## src/rtl/fft_axis_out.sv

```systemverilog
// Repackages the pipelined FFT's clock-enabled output stream as an AXI-Stream master with TLAST per frame.
// Optional build macro FFT_AXIS_OUT_TUSER_EN adds M_AXIS_TUSER marking the first bin of each frame.
module fft_axis_out #(
  parameter int unsigned OWIDTH = 21,
  parameter int unsigned LGFFT  = 11,
  parameter int unsigned LGFIFO = 5
) (
  input  logic                i_clk,
  input  logic                i_reset,
  input  logic                i_ce,
  input  logic [2*OWIDTH-1:0] i_sample,
  input  logic                i_sync,
  output logic                M_AXIS_TVALID,
  input  logic                M_AXIS_TREADY,
  output logic [2*OWIDTH-1:0] M_AXIS_TDATA,
  output logic                M_AXIS_TLAST,
`ifdef FFT_AXIS_OUT_TUSER_EN
  output logic                M_AXIS_TUSER,
`endif
  output logic                o_overflow,
  output logic                o_sync_err,
  output logic [15:0]         o_drop_count
);

  localparam int unsigned SW    = 2 * OWIDTH;
`ifdef FFT_AXIS_OUT_TUSER_EN
  localparam int unsigned EW    = SW + 2;
`else
  localparam int unsigned EW    = SW + 1;
`endif
  localparam int unsigned DEPTH = 1 << LGFIFO;
  localparam int unsigned PW    = LGFIFO + 1;

  typedef enum logic [1:0] {
    SYNC_WAIT = 2'd0,
    RUN       = 2'd1,
    DROP      = 2'd2
  } state_t;

  state_t            state;
  logic [LGFFT-1:0]  count;
  logic [PW-1:0]     wr_ptr;
  logic [PW-1:0]     rd_ptr;
  logic [EW-1:0]     mem [DEPTH];

  logic              pop_c;
  logic              full_c;
  logic              wr_ok_c;
  logic              take_c;
  logic              push_c;
  logic              valid_next_c;
  logic [PW-1:0]     rd_next_c;
  logic [LGFFT-1:0]  cnt_eff_c;
  logic              last_c;
  logic [EW-1:0]     entry_c;
  logic [EW-1:0]     rd_data_c;

  // FIFO status and the entry built from the current input sample
  always_comb begin
    pop_c        = M_AXIS_TVALID && M_AXIS_TREADY;
    full_c       = (wr_ptr - rd_ptr) == PW'(DEPTH);
    wr_ok_c      = !full_c || pop_c;
    rd_next_c    = rd_ptr + PW'(pop_c);
    valid_next_c = wr_ptr != rd_next_c;
    take_c       = i_ce && ((state == RUN) || i_sync);
    push_c       = take_c && wr_ok_c;
    cnt_eff_c    = i_sync ? '0 : count;
    last_c       = &cnt_eff_c;
`ifdef FFT_AXIS_OUT_TUSER_EN
    entry_c      = {cnt_eff_c == '0, last_c, i_sample};
`else
    entry_c      = {last_c, i_sample};
`endif
    rd_data_c    = mem[rd_next_c[LGFIFO-1:0]];
  end

  // Sample storage; contents are meaningless outside the pointer window so no reset
  always_ff @(posedge i_clk) begin
    if (push_c) begin
      mem[wr_ptr[LGFIFO-1:0]] <= entry_c;
    end
  end

  // Pointers, registered head-of-FIFO output, frame tracking and status flags
  always_ff @(posedge i_clk) begin
    if (i_reset) begin
      state         <= SYNC_WAIT;
      count         <= '0;
      wr_ptr        <= '0;
      rd_ptr        <= '0;
      M_AXIS_TVALID <= 1'b0;
      M_AXIS_TLAST  <= 1'b0;
      M_AXIS_TDATA  <= '0;
`ifdef FFT_AXIS_OUT_TUSER_EN
      M_AXIS_TUSER  <= 1'b0;
`endif
      o_overflow    <= 1'b0;
      o_sync_err    <= 1'b0;
      o_drop_count  <= '0;
    end else begin
      rd_ptr <= rd_next_c;
      if (push_c) begin
        wr_ptr <= wr_ptr + PW'(1);
      end

      // Head register only sees entries written on earlier edges, giving the 2-edge latency
      M_AXIS_TVALID <= valid_next_c;
      M_AXIS_TDATA  <= rd_data_c[SW-1:0];
      M_AXIS_TLAST  <= valid_next_c && rd_data_c[SW];
`ifdef FFT_AXIS_OUT_TUSER_EN
      M_AXIS_TUSER  <= valid_next_c && rd_data_c[SW+1];
`endif

      case (state)
        SYNC_WAIT, DROP: begin
          if (i_ce && i_sync) begin
            count <= LGFFT'(1);
            state <= RUN;
            if (!wr_ok_c) begin
              o_overflow <= 1'b1;
            end
          end
        end
        RUN: begin
          if (i_ce) begin
            if (!wr_ok_c) begin
              o_overflow <= 1'b1;
              state      <= DROP;
              if (o_drop_count != 16'hFFFF) begin
                o_drop_count <= o_drop_count + 16'd1;
              end
            end else begin
              if (i_sync && (count != '0)) begin
                o_sync_err <= 1'b1;
              end
              count <= cnt_eff_c + LGFFT'(1);
            end
          end
        end
        default: begin
          state <= SYNC_WAIT;
        end
      endcase
    end
  end

endmodule

```

## config.mk

```make
export PLATFORM = sky130hd
export DESIGN_NAME = fft_axis_out
export DESIGN_NICKNAME = d
export VERILOG_FILES = /design/src/rtl/fft_axis_out.sv
export SDC_FILE = /design/constraint.sdc
export NUM_CORES = 2
export LEC_CHECK = 0
export ABC_AREA = 1
export CAP_MARGIN = 0
export CORE_MARGIN = 5
export CORE_UTILIZATION = 35
export CTS_BUF_LIST = sky130_fd_sc_hd__clkbuf_8
export CTS_CLUSTER_DIAMETER = 30
export DETAILED_ROUTE_END_ITERATION = 6
export SETUP_SLACK_MARGIN = 0.02
export SLEW_MARGIN = 20
export SYNTH_ARGS = -nofsm -noshare
export SYNTH_HDL_FRONTEND = slang
export SYNTH_SLANG_ARGS = --single-unit
```

## constraint.sdc

```tcl
create_clock -name i_clk -period 9.8 [get_ports i_clk]
set_input_delay 2.94 -clock i_clk [delete_from_list [all_inputs] [get_ports i_clk]]
set_output_delay 2.94 -clock i_clk [all_outputs]
set_load 0.05 [all_outputs]
```

=== Word level (Yosys, flattened, before mapping) ===
Memories as Yosys holds them, arrays and structs flattened.
Cells that the tools add are included.

* Add/subtract/negate cells: 5
* $mul: 0
* Div/mod/pow operators: 0
* $lt $le $gt $ge: 0
* Eq/ne operators: 9
* Shifts and indexed selects: 0
* Multiplexer cells: 15
* Bitwise gates (word level): 1
* Reductions and logical operators: 19

{| class="wikitable"
|+ Operators by type and width
! cell !! count
|-
| $mux 11 || 4
|-
| $pmux 11 s2 || 1
|-
| $add 16x1->16 const B || 1
|-
| $ne 16x16->1 const B || 1
|-
| $reduce_and 4->1 || 3
|-
| $add 11x1->11 const B || 1
|-
| $reduce_and 11->1 || 1
|-
| $reduce_bool 11->1 || 1
|-
| $ne 2x2->1 const B || 4
|-
| $add 6x1->6 || 1
|-
| $add 6x1->6 const B || 1
|-
| $eq 6x6->1 const B || 1
|-
| $logic_and 1x1->1 || 6
|-
| $mux 2 || 3
|-
| $ne 6x6->1 || 1
|-
| $reduce_and 3->1 || 2
|-
| $sub 6x6->6 || 1
|-
| $mux 1 || 5
|-
| $pmux 2 s2 || 1
|-
| $eq 2x1->1 const B || 1
|-
| $eq 2x2->1 const B || 1
|-
| $logic_not 2->1 || 1
|-
| $logic_or 1x1->1 || 2
|-
| $pmux 1 s2 || 1
|-
| 4 further kinds || 4
|}

* Register bits: 87
* Latch bits: 0
* Memory bits (writable): 1376
* Bits in read-only memories: 0
* Input port bits: 47
* Output and inout bits: 62
* Logic and storage cells: 60
* Memories: 1

{| class="wikitable"
|+ Memory list
! name !! words !! bits a word !! rd ports !! clocked after memory_dff !! write ports !! line !! source
|-
| mem || 32 || 43 || 1 || 0 || 1 || 44 || <nowiki>logic [EW-1:0] mem [DEPTH];</nowiki>
|}

=== Longest topological paths before layout ===
* Depth in word-level cells: 7
* Gate-level depth with buffers: 14
* Depth with buffers taken out: 13

=== Worst setup path before layout ===
No wires, ideal clock.

* Path kind: input port to flip-flop
* Start point: in M_AXIS_TREADY
* End point: mem mem[31][0] (netlist bit), enable pin
* Library setup time: 0.506 ns
* Arrival time: 6.647 ns
* Path slack: 2.647 ns
* Stages on the path: 6
* Path buffers: 0
* Cell sequence: nand2_1 -> nand3_1 -> nor2_1 -> nand3_2 -> nand2_1 -> nor3b_1

* Cells in the longest elaborated chain, start to end: 5

{| class="wikitable"
|+ Ends and longest elaborated chain
! what !! line !! source
|-
| from (decl) || 14 || <nowiki>input logic M_AXIS_TREADY,</nowiki>
|-
| $logic_and 1x1->1 || 60 || <nowiki>pop_c = M_AXIS_TVALID && M_AXIS_TREADY;</nowiki>
|-
| $logic_or 1x1->1 || 62 || <nowiki>wr_ok_c = !full_c || pop_c;</nowiki>
|-
| $logic_and 1x1->1 || 66 || <nowiki>push_c = take_c && wr_ok_c;</nowiki>
|-
| $mux 1 || 79 || <nowiki>if (push_c) begin</nowiki>
|-
| $mux 1 (implied by the code) || 80 || <nowiki>mem[wr_ptr[LGFIFO-1:0]] <= entry_c;</nowiki>
|-
| to (decl) || 44 ||
|}

No other way between the ends.

=== Worst setup path in the final report ===
* Start point: in M_AXIS_TREADY
* End point: reg M_AXIS_TDATA[8]

* Cells in the longest elaborated chain, start to end: 3

{| class="wikitable"
|+ Ends and longest elaborated chain
! what !! line !! source
|-
| $logic_and 1x1->1 || 60 ||
|-
| $add 6x1->6 || 63 || <nowiki>rd_next_c = rd_ptr + PW'(pop_c);</nowiki>
|-
| via rd_next_c[0] || 52 || <nowiki>logic [PW-1:0] rd_next_c;</nowiki>
|-
| $mem_v2 32x43 || -- ||
|-
| to (signal assigned) || 108 || <nowiki>M_AXIS_TDATA <= rd_data_c[SW-1:0];</nowiki>
|-
| to (decl) || 15 || <nowiki>output logic [2*OWIDTH-1:0] M_AXIS_TDATA,</nowiki>
|}

The timed path passes the listed nets, and every way through them passes these cells.
A chain may end at the register's enable or synchronous reset.

==> metrics.md <==
| Metric | Value |
|---|---|
| CTS buffer count | `337` |
| Core area | `166,000 µm²` |
| Avg Cell Area, Syn | `11.8 µm²` |
| I/O pin count | `109` |
| CTS tree | `built` |
| Setup TNS | `0 ps` |
| Setup CP Type | `primary input to register` |
| R2r setup slk | `5330 ps` |
| Die area | `175,000 µm²` |
| Critical Path RT | `10,760 ps` |
| Status | `finished, final reports clean` |
| Hold buffer count at CTS | `0` |
| Simple-gate portion of the synthesized area | `20.2%` |
| Per-cell routed wire length | `21.9 µm` |
| Clock root buffer | `clkbuf_8` |
| Fin. Hold Viols | `0` |
| Reg2reg path depth | `11` |
| Vias per cell | `5.17` |
| Global-route wire length before repair | `247 mm` |
| Wire length on met2 | `78.8 mm` |
| Critical Path Sink | `M_AXIS_TDATA[8]` |
| Wl on met1 | `70.8 mm` |
| Final HPWL from detailed placement | `78.3 mm` |
| Power Total | `15.7 mW` |
| # Post-CTS Setup Buffers | `0` |
| Cells after Synth | `4,941` |
| Initial antenna violation count | `11` |
| Crit path cell chain | `clkdlybuf4s50_1 > nand2_1 > inv_1 > ha_4 > buf_4 > buf_4 > nand2_1 > nand3_1 > nand3_1 > a21oi_1 > o21ai_1 > nand2_1` |
| RSZ-0062 raised after global routing | `false` |
| Pin count of the biggest net entering global routing | `165` |
| Min Clock Period, post-route | `6240 ps` |
| IO Port Bufs | `108` |
| Worst flop-to-flop path endpoint | `mem[22][24]` |
| Mapped Area | `58,400 µm²` |
| CP Max Fanout | `90` |
| Reg clk slew, reported paths | `50 ps` |
| Mux share of post-synthesis cell area | `0%` |
| Adder-Cell Fraction of Synth Area | `0.278%` |
| GP Congestion | `0.773` |
| Flip-flop and latch count after synthesis | `1,463` |
| Die height | `419 µm` |
| Max VDD drop | `0.154 mV` |
| Vias | `39,300` |
| Synth warnings | `0` |
| Period utilisation layout | `63.7%` |
| Path type of the worst min-delay path | `register to register` |
| Vias in the first global route | `38,100` |
| CTS resizes | `0` |
| Worst Max-Slew Pin Slew | `1210 ps` |
| CP max-delay cell | `buf_4` |
| Max Cap Viol | `0` |
| FF-to-FF Start | `wr_ptr[4]` |
| CP Launch Type | `primary input` |
| CTS Sinks | `1,463` |
| Clock Path Buffers | `4` |
| Placed cells | `7,021` |
| Pleak | `24.3 nW` |
| Syn_nets | `5,001` |
| Drt first pass iters | `5` |
| Initial Util | `35.1%` |
| DIE WIDTH | `419 µm` |
| Main combinational cell family by area after synthesis | `simple AND/OR/NAND/NOR gates` |
| Post-synth cell types | `28` |
| Setup crit end kind | `register` |
| Fin worst setup slack | `3560 ps` |
| Final wirelength | `167 mm` |
| Sequential fraction of the synthesis area | `73.7%` |
| Area grow syn2layout | `18.0%` |
| Place WS | `2570 ps` |
| Max Slew Vio Count | `0` |
| Top sig layer | `met5` |
| H-Tree Level Count | `5` |
| Worst Skew | `69.5 ps` |
| Final Net Count | `5,216` |
| Fraction of layout cells with a size suffix above 1 | `11.8%` |
| Grt total ovfl | `0` |
| Residual DRC | `0` |
| Slew headroom | `19.5%` |
| Power Dens Cells | `227 nW/µm²` |
| Metal3 WL | `13.5 mm` |
| Setup-failing EPs final | `0` |
| Fin cells | `7,613` |
| Synth Area in XOR/XNOR | `0.255%` |
| Arr. time, crit path | `7200 ps` |
| Worst Setup SP | `M_AXIS_TREADY` |
| Most used cell, CP | `nand2_1` |
| Iteration-0 DRC Markers | `4,279` |
| # rows | `150` |
| Global-route usage over all layers | `18.7%` |
| Max stage delay on crit path | `960 ps` |
| Post-route ant nets | `0` |
| Compound-cell area share of the yosys netlist | `2.68%` |
| Max Fclk | `0.160 GHz` |
| Worst skew pair latency | `1020 ps` |
## worst min-delay path by stage
stage | from | to | slack [ps] | cells after the start
after CTS | o_overflow | o_overflow | 450 | 2
after detailed placement | o_overflow | o_overflow | 440 | 2
after floorplan | state[1] | state[1] | 460 | 2
final | o_overflow | o_overflow | 450 | 2
after global placement | o_overflow | o_overflow | 440 | 2
after global routing | o_overflow | o_overflow | 470 | 2
## registers in the layout, indices dropped and copies added, names as in the netlist
name           flops
state              2
o_drop_count      16
rd_ptr             6
o_sync_err         1
M_AXIS_TVALID      1
count             11
M_AXIS_TLAST       1
wr_ptr             6
o_overflow         1
M_AXIS_TDATA      42
mem             1376
## layout by cell type (no fill, tap or decap), drive strengths merged
cell type / netlist / layout
inv: 70 / 123
nor2: 98 / 98
nand2: 1550 / 1550
nand3: 1084 / 1084
xor2: 13 / 13
o21bai: 2 / 2
or2: 6 / 6
buf: 207 / 89
nand4: 14 / 14
xnor2: 4 / 4
edfxtp: 1376 / 1376
o21ai: 105 / 105
dfxtp: 87 / 87
clkdlybuf4s50: 0 / 94
o22ai: 3 / 3
clkinvlp: 0 / 35
diode: 0 / 4
clkbuf: 100 / 350
bufinv: 0 / 43
nor3: 5 / 5
ha: 13 / 13
nor3b: 1 / 1
clkinv: 0 / 107
a21oi: 201 / 201
nand3b: 2 / 2
## through the flow
| stage | hold WS (ps) | area, µm² | utilization [%] |
|---|---|---|---|
| 2_1_floorplan | 461 | 58400 | - |
| 3_3_place_gp | 441 | 61800 | 37.1 |
| 3_5_place_dp | 444 | 61900 | 37.2 |
| 4_1_cts | 451 | 69000 | 41.5 |
| 5_1_grt | 471 | 68900 | 41.4 |
| 6_report | 447 | 68900 | 41.4 |
## layer usage
layer  track usage (%)  vias up
li1                  -    18000
met1              25.1    19400
met2              30.3     1637
met3              4.41      293
met4              5.48        8
met5                 0        -
## synthesized netlist by cell type, drive strengths merged
cell / n / area (µm²)
or2: 6 / 37.5
nand2: 1550 / 5830
nor3b: 1 / 7.51
o22ai: 3 / 18.8
o21ai: 105 / 526
o21bai: 2 / 15.0
dfxtp: 87 / 1740
nand3b: 2 / 15.0
nor3: 5 / 25.0
nand3: 1084 / 5430
xnor2: 4 / 35.0
edfxtp: 1376 / 41300
nand4: 14 / 87.6
xor2: 13 / 114
a21oi: 201 / 1010
ha: 13 / 163
buf: 207 / 1020
inv: 70 / 263
clkbuf: 100 / 375
nor2: 98 / 378
## layout make-up
cell class	count	area (µm²)
antenna	4	10.0
clock buffer	350	4820
clock inverter	238	2260
fill	15300	97500
inverter	70	288
multi-input combinational	3101	14000
sequential	1463	43100
tap	2204	2760
timing repair buffer	183	1750
## cells by family (layout without fill, tap and decap cells)
kind of cell	after synthesis	after routing
XOR/XNOR	17	17
AND/OR/NAND/NOR	2760	2760
buffers and inverters	377	841
adder cells (fa/ha/maj)	13	13
other	0	4
flip-flops	1463	1463
AO/OA/AOI/OAI	311	311
## worst max-delay path: cells and delay by family
family | cells | cell delay [ps]
AO/OA/AOI/OAI | 2 | 460
buffers and inverters | 4 | 2110
AND/OR/NAND/NOR | 5 | 610
adder cells (fa/ha/maj) | 1 | 900
## where the power goes
| part | switching (mW) | leakage [nW] | internal (mW) |
|---|---|---|---|
| logic | 1.05 | 7.36 | 0.407 |
| registers | 0.0330 | 13.2 | 6.90 |
| clock network | 2.81 | 3.72 | 4.46 |
(Power assumes the default switching activity.)
